--- src/rtl/mem_arbiter_if.sv ---
// Bundle of requester, memory and status signals around the memory arbiter.
// The slave modport is the arbiter's view. The master modport is the view of
// the surrounding core and memory that drive it.
interface mem_arbiter_if #(
  parameter int XLEN = 64
);
  logic            ifu_req_valid;
  logic            ifu_req_ready;
  logic [XLEN-1:0] ifu_addr;
  logic            ifu_resp_valid;
  logic [XLEN-1:0] ifu_rdata;
  logic            ifu_resp_err;

  logic            lsu_req_valid;
  logic            lsu_req_ready;
  logic [XLEN-1:0] lsu_addr;
  logic            lsu_wen;
  logic [XLEN-1:0] lsu_wdata;
  logic [2:0]      lsu_op;
  logic            lsu_resp_valid;
  logic [XLEN-1:0] lsu_rdata;
  logic            lsu_resp_err;

  logic            mem_req_valid;
  logic            mem_req_ready;
  logic [XLEN-1:0] mem_addr;
  logic            mem_wen;
  logic [XLEN-1:0] mem_wdata;
  logic [2:0]      mem_op;
  logic            mem_resp_valid;
  logic [XLEN-1:0] mem_rdata;

  logic            busy;
  logic            protocol_err;

  modport slave (
    input  ifu_req_valid, ifu_addr,
    input  lsu_req_valid, lsu_addr, lsu_wen, lsu_wdata, lsu_op,
    input  mem_req_ready, mem_resp_valid, mem_rdata,
    output ifu_req_ready, ifu_resp_valid, ifu_rdata, ifu_resp_err,
    output lsu_req_ready, lsu_resp_valid, lsu_rdata, lsu_resp_err,
    output mem_req_valid, mem_addr, mem_wen, mem_wdata, mem_op,
    output busy, protocol_err
  );

  modport master (
    output ifu_req_valid, ifu_addr,
    output lsu_req_valid, lsu_addr, lsu_wen, lsu_wdata, lsu_op,
    output mem_req_ready, mem_resp_valid, mem_rdata,
    input  ifu_req_ready, ifu_resp_valid, ifu_rdata, ifu_resp_err,
    input  lsu_req_ready, lsu_resp_valid, lsu_rdata, lsu_resp_err,
    input  mem_req_valid, mem_addr, mem_wen, mem_wdata, mem_op,
    input  busy, protocol_err
  );
endinterface

--- src/rtl/mem_arbiter.sv ---
// Round-robin arbiter sharing one memory port between fetch (IFU) and
// load/store (LSU). It allows a single outstanding transaction, has a response
// timeout, and keeps a sticky flag for responses that arrive when none is expected.
module mem_arbiter #(
  parameter int XLEN    = 64,
  parameter int TIMEOUT = 255
) (
  input logic          clk,
  input logic          rst,
  mem_arbiter_if.slave bus
);

  localparam logic [1:0]  IDLE      = 2'd0;
  localparam logic [1:0]  REQ       = 2'd1;
  localparam logic [1:0]  WAIT      = 2'd2;
  localparam logic [15:0] TCNT_LAST = 16'(TIMEOUT - 1);

  logic [1:0]      state_q, state_d;
  logic            owner_q, owner_d;
  logic            lastGrant_q, lastGrant_d;
  logic [XLEN-1:0] addr_q, addr_d;
  logic            wen_q, wen_d;
  logic [XLEN-1:0] wdata_q, wdata_d;
  logic [2:0]      op_q, op_d;
  logic [15:0]     tcnt_q, tcnt_d;
  logic            perr_q, perr_d;

  logic grantIfu, grantLsu, respFire, timeoutFire;

  // Round-robin pick. On a tie the requester that was not granted last time wins (owner/lastGrant: 0 = IFU, 1 = LSU).
  always_comb begin
    grantLsu    = bus.lsu_req_valid && (!bus.ifu_req_valid || !lastGrant_q);
    grantIfu    = bus.ifu_req_valid && (!bus.lsu_req_valid || lastGrant_q);
    respFire    = !rst && (state_q == WAIT) && bus.mem_resp_valid;
    timeoutFire = !rst && (state_q == WAIT) && !bus.mem_resp_valid && (tcnt_q == TCNT_LAST);
  end

  // Handshakes and response routing. Outputs are forced quiet while rst is high, so a dropped transaction never answers.
  always_comb begin
    bus.ifu_req_ready  = !rst && (state_q == IDLE) && grantIfu;
    bus.lsu_req_ready  = !rst && (state_q == IDLE) && grantLsu;
    bus.ifu_resp_valid = (respFire || timeoutFire) && !owner_q;
    bus.lsu_resp_valid = (respFire || timeoutFire) && owner_q;
    bus.ifu_resp_err   = timeoutFire && !owner_q;
    bus.lsu_resp_err   = timeoutFire && owner_q;
    bus.ifu_rdata      = (respFire && !owner_q) ? bus.mem_rdata : '0;
    bus.lsu_rdata      = (respFire && owner_q) ? bus.mem_rdata : '0;
    bus.mem_req_valid  = !rst && (state_q == REQ);
    bus.mem_addr       = addr_q;
    bus.mem_wen        = wen_q;
    bus.mem_wdata      = wdata_q;
    bus.mem_op         = op_q;
    bus.busy           = (state_q != IDLE);
    bus.protocol_err   = perr_q;
  end

  // Next-state logic: capture the winner in IDLE, hold the request in REQ, wait for the response or the timeout in WAIT.
  always_comb begin
    state_d     = state_q;
    owner_d     = owner_q;
    lastGrant_d = lastGrant_q;
    addr_d      = addr_q;
    wen_d       = wen_q;
    wdata_d     = wdata_q;
    op_d        = op_q;
    tcnt_d      = tcnt_q;
    perr_d      = perr_q | (bus.mem_resp_valid && (state_q != WAIT));
    case (state_q)
      IDLE: begin
        if (grantLsu) begin
          owner_d     = 1'b1;
          lastGrant_d = 1'b1;
          addr_d      = bus.lsu_addr;
          wen_d       = bus.lsu_wen;
          wdata_d     = bus.lsu_wdata;
          op_d        = bus.lsu_op;
          state_d     = REQ;
        end else if (grantIfu) begin
          owner_d     = 1'b0;
          lastGrant_d = 1'b0;
          addr_d      = bus.ifu_addr;
          wen_d       = 1'b0;
          wdata_d     = '0;
          op_d        = 3'b000;
          state_d     = REQ;
        end
      end
      REQ: begin
        if (bus.mem_req_ready) begin
          tcnt_d  = '0;
          state_d = WAIT;
        end
      end
      WAIT: begin
        if (bus.mem_resp_valid || (tcnt_q == TCNT_LAST)) begin
          state_d = IDLE;
        end else begin
          tcnt_d = tcnt_q + 16'd1;
        end
      end
      default: state_d = IDLE;
    endcase
  end

  // State registers with synchronous reset.
  always_ff @(posedge clk) begin
    if (rst) begin
      state_q     <= IDLE;
      owner_q     <= 1'b0;
      lastGrant_q <= 1'b0;
      addr_q      <= '0;
      wen_q       <= 1'b0;
      wdata_q     <= '0;
      op_q        <= 3'b000;
      tcnt_q      <= '0;
      perr_q      <= 1'b0;
    end else begin
      state_q     <= state_d;
      owner_q     <= owner_d;
      lastGrant_q <= lastGrant_d;
      addr_q      <= addr_d;
      wen_q       <= wen_d;
      wdata_q     <= wdata_d;
      op_q        <= op_d;
      tcnt_q      <= tcnt_d;
      perr_q      <= perr_d;
    end
  end

endmodule

--- src/flat_wrapper.sv ---
// flat-port wrapper written by rule: the top's interface ports become plain ports
module mem_arbiter_flat 
#(
  parameter int XLEN    = 64,
  parameter int TIMEOUT = 255
)
  (clk, rst, bus_ifu_req_valid, bus_ifu_addr, bus_lsu_req_valid, bus_lsu_addr, bus_lsu_wen, bus_lsu_wdata, bus_lsu_op, bus_mem_req_ready, bus_mem_resp_valid, bus_mem_rdata, bus_ifu_req_ready, bus_ifu_resp_valid, bus_ifu_rdata, bus_ifu_resp_err, bus_lsu_req_ready, bus_lsu_resp_valid, bus_lsu_rdata, bus_lsu_resp_err, bus_mem_req_valid, bus_mem_addr, bus_mem_wen, bus_mem_wdata, bus_mem_op, bus_busy, bus_protocol_err);
  mem_arbiter_if #(.XLEN(XLEN)) bus_i ();
  input logic clk;
  input logic rst;
  input wire logic [$bits(bus_i.ifu_req_valid)-1:0] bus_ifu_req_valid;
  input wire logic [$bits(bus_i.ifu_addr)-1:0] bus_ifu_addr;
  input wire logic [$bits(bus_i.lsu_req_valid)-1:0] bus_lsu_req_valid;
  input wire logic [$bits(bus_i.lsu_addr)-1:0] bus_lsu_addr;
  input wire logic [$bits(bus_i.lsu_wen)-1:0] bus_lsu_wen;
  input wire logic [$bits(bus_i.lsu_wdata)-1:0] bus_lsu_wdata;
  input wire logic [$bits(bus_i.lsu_op)-1:0] bus_lsu_op;
  input wire logic [$bits(bus_i.mem_req_ready)-1:0] bus_mem_req_ready;
  input wire logic [$bits(bus_i.mem_resp_valid)-1:0] bus_mem_resp_valid;
  input wire logic [$bits(bus_i.mem_rdata)-1:0] bus_mem_rdata;
  output wire logic [$bits(bus_i.ifu_req_ready)-1:0] bus_ifu_req_ready;
  output wire logic [$bits(bus_i.ifu_resp_valid)-1:0] bus_ifu_resp_valid;
  output wire logic [$bits(bus_i.ifu_rdata)-1:0] bus_ifu_rdata;
  output wire logic [$bits(bus_i.ifu_resp_err)-1:0] bus_ifu_resp_err;
  output wire logic [$bits(bus_i.lsu_req_ready)-1:0] bus_lsu_req_ready;
  output wire logic [$bits(bus_i.lsu_resp_valid)-1:0] bus_lsu_resp_valid;
  output wire logic [$bits(bus_i.lsu_rdata)-1:0] bus_lsu_rdata;
  output wire logic [$bits(bus_i.lsu_resp_err)-1:0] bus_lsu_resp_err;
  output wire logic [$bits(bus_i.mem_req_valid)-1:0] bus_mem_req_valid;
  output wire logic [$bits(bus_i.mem_addr)-1:0] bus_mem_addr;
  output wire logic [$bits(bus_i.mem_wen)-1:0] bus_mem_wen;
  output wire logic [$bits(bus_i.mem_wdata)-1:0] bus_mem_wdata;
  output wire logic [$bits(bus_i.mem_op)-1:0] bus_mem_op;
  output wire logic [$bits(bus_i.busy)-1:0] bus_busy;
  output wire logic [$bits(bus_i.protocol_err)-1:0] bus_protocol_err;
  assign bus_i.ifu_req_valid = bus_ifu_req_valid;
  assign bus_i.ifu_addr = bus_ifu_addr;
  assign bus_i.lsu_req_valid = bus_lsu_req_valid;
  assign bus_i.lsu_addr = bus_lsu_addr;
  assign bus_i.lsu_wen = bus_lsu_wen;
  assign bus_i.lsu_wdata = bus_lsu_wdata;
  assign bus_i.lsu_op = bus_lsu_op;
  assign bus_i.mem_req_ready = bus_mem_req_ready;
  assign bus_i.mem_resp_valid = bus_mem_resp_valid;
  assign bus_i.mem_rdata = bus_mem_rdata;
  assign bus_ifu_req_ready = bus_i.ifu_req_ready;
  assign bus_ifu_resp_valid = bus_i.ifu_resp_valid;
  assign bus_ifu_rdata = bus_i.ifu_rdata;
  assign bus_ifu_resp_err = bus_i.ifu_resp_err;
  assign bus_lsu_req_ready = bus_i.lsu_req_ready;
  assign bus_lsu_resp_valid = bus_i.lsu_resp_valid;
  assign bus_lsu_rdata = bus_i.lsu_rdata;
  assign bus_lsu_resp_err = bus_i.lsu_resp_err;
  assign bus_mem_req_valid = bus_i.mem_req_valid;
  assign bus_mem_addr = bus_i.mem_addr;
  assign bus_mem_wen = bus_i.mem_wen;
  assign bus_mem_wdata = bus_i.mem_wdata;
  assign bus_mem_op = bus_i.mem_op;
  assign bus_busy = bus_i.busy;
  assign bus_protocol_err = bus_i.protocol_err;
  mem_arbiter #(.XLEN(XLEN), .TIMEOUT(TIMEOUT)) u_core (.clk(clk), .rst(rst), .bus(bus_i));
endmodule
--- config.mk ---
export PLATFORM = sky130hd
export DESIGN_NAME = mem_arbiter_flat
export DESIGN_NICKNAME = d
export VERILOG_FILES = /design/src/rtl/mem_arbiter_if.sv /design/src/rtl/mem_arbiter.sv /design/src/flat_wrapper.sv
export SDC_FILE = /design/constraint.sdc
export NUM_CORES = 1
export LEC_CHECK = 0
export ABC_AREA = 1
export ABC_CLOCK_PERIOD_IN_PS = 1950
export BUFFER_PORTS_ARGS = -buffer_cell sky130_fd_sc_hd__buf_2
export CORE_AREA = 5 5 207 209
export DETAILED_ROUTE_END_ITERATION = 8
export DIE_AREA = 0 0 212 214
export PLACE_DENSITY_LB_ADDON = 0.15
export SLEW_MARGIN = 20
export SYNTH_ARGS = -nofsm -noshare
export SYNTH_HDL_FRONTEND = slang
export SYNTH_SLANG_ARGS = --single-unit
--- constraint.sdc ---
create_clock -name clk -period 1.95 [get_ports clk]
set_clock_uncertainty 0.05 [all_clocks]
set_input_delay 0.39 -clock clk [delete_from_list [all_inputs] [get_ports clk]]
set_output_delay 0.39 -clock clk [all_outputs]
set_load 0.05 [all_outputs]
## Word level (Yosys, flattened, before mapping)

Cells that the tools add are included.

| storage, ports and cells | value |
|---|---|
| register bits after elaboration | 152 |
| output and inout bits | 269 |
| word-level logic and storage cells | 70 |

| cells by class | value |
|---|---|
| $add $sub $neg | 1 |
| equal/unequal tests | 8 |
| multiplexer cells | 19 |
| bitwise gates (word level) | 1 |
| reduce and logical (&&, ||, !) cells | 33 |

Operator list:

| kind | number |
|---|---|
| two-way mux 64 bit | 6 |
| two-way mux 16 bit | 2 |
| case mux 16 bit (2 select lines) | 1 |
| logical AND 1 bit | 17 |
| adder 16 x 1 -> 16 bit (second input constant) | 1 |
| == test 16 x 8 -> 1 bit (second input constant) | 1 |
| two-way mux 2 bit | 4 |
| != test 2 bit (second input constant) | 4 |
| two-way mux 3 bit | 2 |
| case mux 2 bit (3 select lines) | 1 |
| AND reduction 3 bit | 2 |
| nonzero test 2 bit | 3 |
| logical NOT 1 bit | 5 |
| logical OR 1 bit | 4 |
| two-way mux 1 bit | 3 |
| != test 3 x 1 -> 1 bit (second input constant) | 1 |
| == test 2 x 1 -> 1 bit (second input constant) | 1 |
| == test 2 bit (second input constant) | 1 |
| logical NOT 2 bit | 1 |
| AND reduction 2 bit | 1 |
| OR 1 bit | 1 |

## Logic depth before layout (Yosys ltp)

Gate-level depths: netlist of run 1.

| depth | value |
|---|---|
| word-level depth | 6 |
| mapped depth | 12 |
| gate-level depth less buffers | 12 |

## Least setup slack after synthesis of run 1

Ideal clock, no wire load.

| path | value |
|---|---|
| path type | register to output |
| start point | reg u_core.tcnt_q[0] |
| end point | out bus_ifu_resp_valid |
| arrival time | 1.942 ns |
| data required time | 1.510 ns |
| path slack | -0.432 ns |
| stages on the path, launching flop included | 7 |
| cells stage by stage | dfxtp_1 inv_1 ha_1 nand2_1 nor2_1 nand4_1 o21ai_0 |

| on the way | value |
|---|---|
| word-level cells in the longest chain between the ends | 4 |

RTL lines:

| element | RTL line | RTL |
|---|---|---|
| start, declared | mem_arbiter.sv:25 | `logic [15:0] tcnt_q, tcnt_d;` |
| start signal, assigned | mem_arbiter.sv:125 | `tcnt_q <= tcnt_d;` |
| == test 16 x 8 -> 1 bit | mem_arbiter.sv:35 | `timeoutFire = !rst && (state_q == WAIT) && !bus.mem_resp_valid && (tcnt_q == TCNT_LAST);` |
| logical AND 1 bit | mem_arbiter.sv:35 |  |
| logical OR 1 bit | mem_arbiter.sv:42 | `bus.ifu_resp_valid = (respFire \|\| timeoutFire) && !owner_q;` |
| logical AND 1 bit | mem_arbiter.sv:42 |  |
| end, declared | flat_wrapper.sv:22 | `output wire logic [$bits(bus_i.ifu_resp_valid)-1:0] bus_ifu_resp_valid;` |

No other way between the ends.

## Worst setup path in the final report of run 1

| path | value |
|---|---|
| start point | reg u_core.state_q[0] |
| end point | out bus_lsu_rdata[19] |

| on the way | value |
|---|---|
| word-level cells in the longest chain between the ends | 5 |

RTL lines:

| element | RTL line | RTL |
|---|---|---|
| start, declared | mem_arbiter.sv:18 | `logic [1:0] state_q, state_d;` |
| start signal, assigned | mem_arbiter.sv:118 | `state_q <= state_d;` |
| == test 2 bit | mem_arbiter.sv:34 | `respFire = !rst && (state_q == WAIT) && bus.mem_resp_valid;` |
| logical AND 1 bit (2 in series) | mem_arbiter.sv:34 |  |
| logical AND 1 bit | mem_arbiter.sv:47 | `bus.lsu_rdata = (respFire && owner_q) ? bus.mem_rdata : '0;` |
| two-way mux 64 bit | mem_arbiter.sv:47 |  |
| end, declared | flat_wrapper.sv:27 | `output wire logic [$bits(bus_i.lsu_rdata)-1:0] bus_lsu_rdata;` |

No other way between the ends.

==> out/qor.yml, run 1 <==
synth:
  yosysWarnings: 0
  ys_seq_area_frac: 0.422
  synth_fp_nets: 1233
  yosys.cell_types.count: 30
  synthCells: 965
  syn_area_um2: 7210
  synth_area_leader_cell: "dfxtp_1"
  synth_area_leaders: "dfxtp_1, a32o_1, nor2_1"
  postSynthAreaPerCell_um2: 7.47
  synth_top_area_share: 0.422
  ys_ff_latch: 152
worst_setup_path:
  crit_path_end_kind: "output port"
  cp.arrival_ps: 1980
  critPathMaxFanout: 14
  worstSetupPathType: "reg2out"
  required_ps: 1510
  crit_chain: "inv_2, nand2_4, nor2_4, inv_2, nor3_2, inv_4, clkbuf_16, nor2_1, buf_4"
  critical-path-max-stage-delay_ps: 320
  slowest_stage: "dfxtp_2"
  start_kind: "register"
  crit_top_cell: "inv_2"
run_status:
  violations: "setup timing"
  outcome: "complete, but fails checks"
global_routing:
  grt_pass1_vias: 9079
  grt_overflow: 0
  grt_usage: 0.161
  grt_pass1_wl_um: 56100
  grt_max_degree: 65
  antenna_found_initial: 22
timing:
  whs_ps: 104
  finalCritPeriodShare: 1.24
  setup_viol: 134
  rsz0062_at_grt: "true"
  drv_slew: 0
  period_minus_slack_ps: 2420
  fmax_mhz: 413
  worst_slew_pin_slew_ps: 399
  setup_slack_ps: -472
  slew_headroom: 0.734
  finalHoldViolCount: 0
clock_network:
  htree_levels: 4
  root_buffer: "clkbuf_16"
  clockBufferDepth: 2
  hold_buffers: 0
  cts_tree: "yes"
  clock_latency_ps: 440
  cts.sinks: 152
  cts_made_buffers: 17
  clk_pin_slew_worst_paths_ps: 70
route:
  wl_um: 38900
  vias: 9025
  via_per_inst: 4.39
  drc: 0
  firstDrtPassIters: 5
  routedWlPerCell_um: 18.9
  drtIter0Drc: 311
  detail-route-antenna-nets: 0
floorplan:
  die-area_um2: 45400
  boundaryPins: 535
  coreArea_um2: 40600
  num_rows: 74
  die_h_um: 214
  initial_core_util: 0.177
  die_w_um: 212
final_layout:
  final_core_util: 0.310
  drive_gt1_frac: 0.497
  fillers: 4358
  syn_to_final_growth_pct: 74.5
  nets: 1775
min_path:
  hold_path.class: "in2reg"
run:
  maxCapViolCount: 0
power:
  ir_worst_vdd_mv: 0.613
  leakage_nw: 6.16
  cellPowerDensity_nw_per_um2: 787
place:
  gp_congestion: 0.836
  io_buffer_count: 534
  dp_hpwl_um: 30400
==> worst max-delay path: cells and delay by family (launching register included) <==
kind | cells | cell delay [ps]
buffers and inverters | 5 | 700
AND/OR/NAND/NOR | 4 | 510
flip-flops | 1 | 320
==> cell families after synthesis <==
kind of cell	Yosys count	share of synthesized area
simple gates	419	0.246
compound gates	214	0.208
flops	152	0.422
fa+ha+maj	2	0.00347
buf+inv	178	0.121
==> final timing paths <==
kind,start,end,slack (ps),cells after the start
max reg2reg,u_core.state_q[1]$_SDFFE_PP0P_,u_core.bus.mem_addr[51]$_SDFFE_PP0P_,150,7
max,u_core.state_q[0]$_SDFFE_PP0P_,bus_lsu_rdata[19],-470,9
min,bus_lsu_wdata[29],u_core.bus.mem_wdata[29]$_SDFFE_PP0P_,100,2
min reg2reg,u_core.bus.protocol_err$_SDFF_PP0_,u_core.bus.protocol_err$_SDFF_PP0_,410,2
==> cell type report <==
cell class              instances  area (µm²)  area share
clock buffers                  21         440      0.0350
flip-flops and latches        152        3050       0.242
diodes                          5        12.5    0.000994
well taps                     532         666      0.0529
repair buffers                607        4330       0.344
inverters                      94         360      0.0286
clock inverters                11        98.8     0.00785
multi-input cells             635        3630       0.288
==> power by group <==
part | switching (mW) | total [mW] | internal (mW)
combinational | 2.23 | 3.17 | 0.946
sequential | 0.164 | 3.59 | 3.43
clock | 1.39 | 3.15 | 1.76
total | 3.78 | 9.91 | 6.13
==> what timing repair did <==
| action | 4_1_cts | 5_1_grt |
|---|---|---|
| setup endpoints to repair | 136 | 136 |
| setup buffers | 2 | 4 |
| resized for setup | 275 | 50 |
| pin swaps | 3 | 3 |
| gates cloned | 1 | 2 |
| hold endpoints to repair | 0 | 0 |
==> stage by stage <==
step	cell area (µm²)	power [mW]	cells	setup WS, ps	TNS, ps
after floorplan	7340	5.71	965	-264	-24340
after global placement	10900	6.77	2011	-259	-27630
after detailed placement	10900	6.77	2011	-296	-28910
after CTS	12300	10.1	2046	-432	-51510
after global routing	12600	10.4	2057	-570	-66790
final	12600	9.91	2057	-472	-52280
==> registers in the layout, indices dropped and copies added, names as in the netlist <==
signal,flops
u_core.bus.protocol_err,1
u_core.bus.mem_op,3
u_core.bus.mem_wen,1
u_core.bus.mem_wdata,64
u_core.tcnt_q,16
u_core.bus.mem_addr,64
u_core.owner_q,1
u_core.state_q,2
==> layer usage <==
metal,vias up,GRT usage,wire length [µm]
li1,4363,-,-
met1,4188,0.162,13700
met2,393,0.307,20800
met3,73,0.0525,3180
met4,8,0.0584,1190
met5,-,0,51
==> layout by cell type, fill, tap and decap left out, drive strengths merged <==
cell type and n:
bufinv 1, nand4 4, o21ai 68, or2 3, buf 605, clkinvlp 2
dfxtp 152, nor3 6, clkbuf 23, nand3 90, nor2 180, a21oi 10
a32o 68, diode 5, inv 96, clkinv 6, a31o 1, a31oi 64
ha 2, o21bai 3, nand2 136
==> Yosys cell counts (all sizes together) <==
| library cell | instances |
|---|---|
| clkbuf | 28 |
| buf | 56 |
| nand3 | 90 |
| a31oi | 64 |
| ha | 2 |
| a21oi | 10 |
| nand4 | 4 |
| o21bai | 3 |
| a31o | 1 |
| nand2 | 136 |
| dfxtp | 152 |
| nor3 | 6 |
| o21ai | 68 |
| a32o | 68 |
| or2 | 3 |
| inv | 94 |
| nor2 | 180 |
Power figures use the tool's default switching activity.
==> inputs of run 2 (changes only) <==
--- a/config.mk
+++ b/config.mk
@@ -7,7 +7,7 @@
 export LEC_CHECK = 0
 export ABC_AREA = 1
 export ABC_CLOCK_PERIOD_IN_PS = 1950
-export BUFFER_PORTS_ARGS = -buffer_cell sky130_fd_sc_hd__buf_2
+export BUFFER_PORTS_ARGS = -buffer_cell sky130_fd_sc_hd__buf_4
 export CORE_AREA = 5 5 207 209
 export DETAILED_ROUTE_END_ITERATION = 8
 export DIE_AREA = 0 0 212 214
@@ -16,3 +16,4 @@
 export SYNTH_ARGS = -nofsm -noshare
 export SYNTH_HDL_FRONTEND = slang
 export SYNTH_SLANG_ARGS = --single-unit
+export TNS_END_PERCENT = 20
==> out/qor.yml, run 2 (synthesis gave the netlist of run 1 again) <==
floorplan:
  num_rows: 74
  coreArea_um2: 40600
  boundaryPins: 535
  die_w_um: 212
  die-area_um2: 45400
  initial_core_util: 0.177
  die_h_um: 214
clock_network:
  htree_levels: 4
  root_buffer: "clkbuf_16"
  clock_latency_ps: 440
  hold_buffers: 0
  clockBufferDepth: 2
  cts_tree: "yes"
  clk_pin_slew_worst_paths_ps: 70
  cts_made_buffers: 17
  cts.sinks: 152
worst_setup_path:
  critical-path-max-stage-delay_ps: 320
  rr_endpoint: "u_core.bus.mem_wdata[44]$_SDFFE_PP0P_"
  crit_top_cell: "inv_2"
  start_kind: "register"
  crit_chain: "inv_2, nand2_2, nor2_4, inv_2, nor3_2, inv_2, buf_12, nor2_2, buf_6"
  r2r_start: "u_core.state_q[1]$_SDFFE_PP0P_"
  crit_path_end_kind: "output port"
  slowest_stage: "dfxtp_2"
  r2r.worst_path.cells: 6
  worstSetupPathType: "reg2out"
  crit_start: "u_core.state_q[0]$_SDFFE_PP0P_"
  required_ps: 1510
  cp-endpoint: "bus_lsu_rdata[56]"
  ff2ff_setup_slack_ps: 150
  critPathMaxFanout: 53
  cp.arrival_ps: 1900
power:
  ir_worst_vdd_mv: 0.583
  leakage_nw: 6.25
  power.total_mw: 10.3
  cellPowerDensity_nw_per_um2: 772
route:
  firstDrtPassIters: 4
  drtIter0Drc: 385
  wl_um: 40100
  via_per_inst: 4.35
  routedWlPerCell_um: 19.8
  vias: 8834
  drc: 0
  detail-route-antenna-nets: 0
place:
  dpl_cell_area_um2: 11900
  gp_congestion: 0.935
  io_buffer_count: 534
  dpl_worst_slack_ps: -345
  dp_hpwl_um: 31600
global_routing:
  antenna_found_initial: 5
  grt_pass1_wl_um: 57400
  grt_usage: 0.166
  grt_overflow: 0
  grt_max_degree: 69
  grt_pass1_vias: 8888
final_layout:
  drive_gt1_frac: 0.488
  mostFrequentLayoutCells: "buf_4, dfxtp_1, buf_6"
  nets: 1749
  ff_latch_area_um2: 3050
  syn_to_final_growth_pct: 84.9
  fillers: 4277
  design_area_um2: 13300
  multi_input_area_um2: 3610
  final_common_cell: "buf_4"
  final_core_util: 0.328
timing:
  rsz0062_at_grt: "true"
  slew_headroom: 0.732
  setup_viol: 135
  worst_slew_pin_slew_ps: 402
  tns_ps: -44860
  fmax_mhz: 427
  finalHoldViolCount: 0
  setup_slack_ps: -391
  drv_slew: 0
  finalCritPeriodShare: 1.20
  period_minus_slack_ps: 2340
run_status:
  violations: "setup timing"
  outcome: "complete, but fails checks"
run:
  maxCapViolCount: 0
min_path:
  hold_path.class: "in2reg"
[run 2: cell types whose count changed in the layout (fill, tap and decap cells not counted), moves of 2 or more]
| cell | before | now |
|---|---|---|
| inv_2 | 6 | 8 |
| buf_4 | 71 | 431 |
| inv_6 | 1 | 3 |
| buf_6 | 109 | 129 |
| clkbuf_8 | 0 | 2 |
| buf_2 | 398 | 0 |
| clkinv_2 | 5 | 2 |
| diode_2 | 5 | 3 |
| buf_12 | 22 | 15 |
[run 2: worst max-delay path, delay by kind of cell (launching register included)]
| family | cells | cell delay, ps |
|---|---|---|
| buffers and inverters | 5 | 590 |
| DFF | 1 | 320 |
| and+or+nand+nor | 4 | 510 |
[run 2: report_power, final]
group	leakage, nW	total [mW]	switching, mW	internal (mW)
sequential	1.25	3.61	0.183	3.43
combinational	4.73	3.44	2.23	1.21
clock	0.265	3.25	1.41	1.83
[run 2: worst min-delay path by stage]
stage                                            start                               endpoint  slack (ps)  cells after the start
detailed placement  u_core.bus.protocol_err$_SDFF_PP0_     u_core.bus.protocol_err$_SDFF_PP0_         410                      2
global placement    u_core.bus.protocol_err$_SDFF_PP0_     u_core.bus.protocol_err$_SDFF_PP0_         410                      2
global route                         bus_lsu_wdata[21]  u_core.bus.mem_wdata[21]$_SDFFE_PP0P_          80                      2
CTS                                   bus_lsu_wdata[2]   u_core.bus.mem_wdata[2]$_SDFFE_PP0P_          70                      2
finish                               bus_lsu_wdata[29]  u_core.bus.mem_wdata[29]$_SDFFE_PP0P_         100                      2
floorplan                u_core.tcnt_q[6]$_SDFFE_PP0P_          u_core.tcnt_q[6]$_SDFFE_PP0P_         410                      2
[run 2: final cells by class]
cell class,count,area share
tap,532,0.0499
multi-input combinational,635,0.271
clock inverter,9,0.00666
clock buffer,23,0.0351
inverter,94,0.0268
timing repair buffer,581,0.381
antenna,3,0.000563
sequential,152,0.229
[run 2: metal layers]
layer  global-route usage  up-vias  routed length, µm
met5                    0        -                  0
met4               0.0500        0                968
met1                0.169     4102              13900
met2                0.316      376              21700
met3               0.0587       40               3570
li1                     -     4316                  -
[run 2: stage by stage]
step                      hold slack, ps  cells
after global routing                76.1   2028
final                                103   2029
after CTS                           66.8   2023
after detailed placement             414   1991
after global placement               411   1991
after floorplan                      413    965
[run 2: timing repair]
item,in CTS,in global routing
gates cloned,0,1
resized for setup,153,103
pin swaps,5,7
setup buffers,0,2
endpoints found under the setup margin,136,136
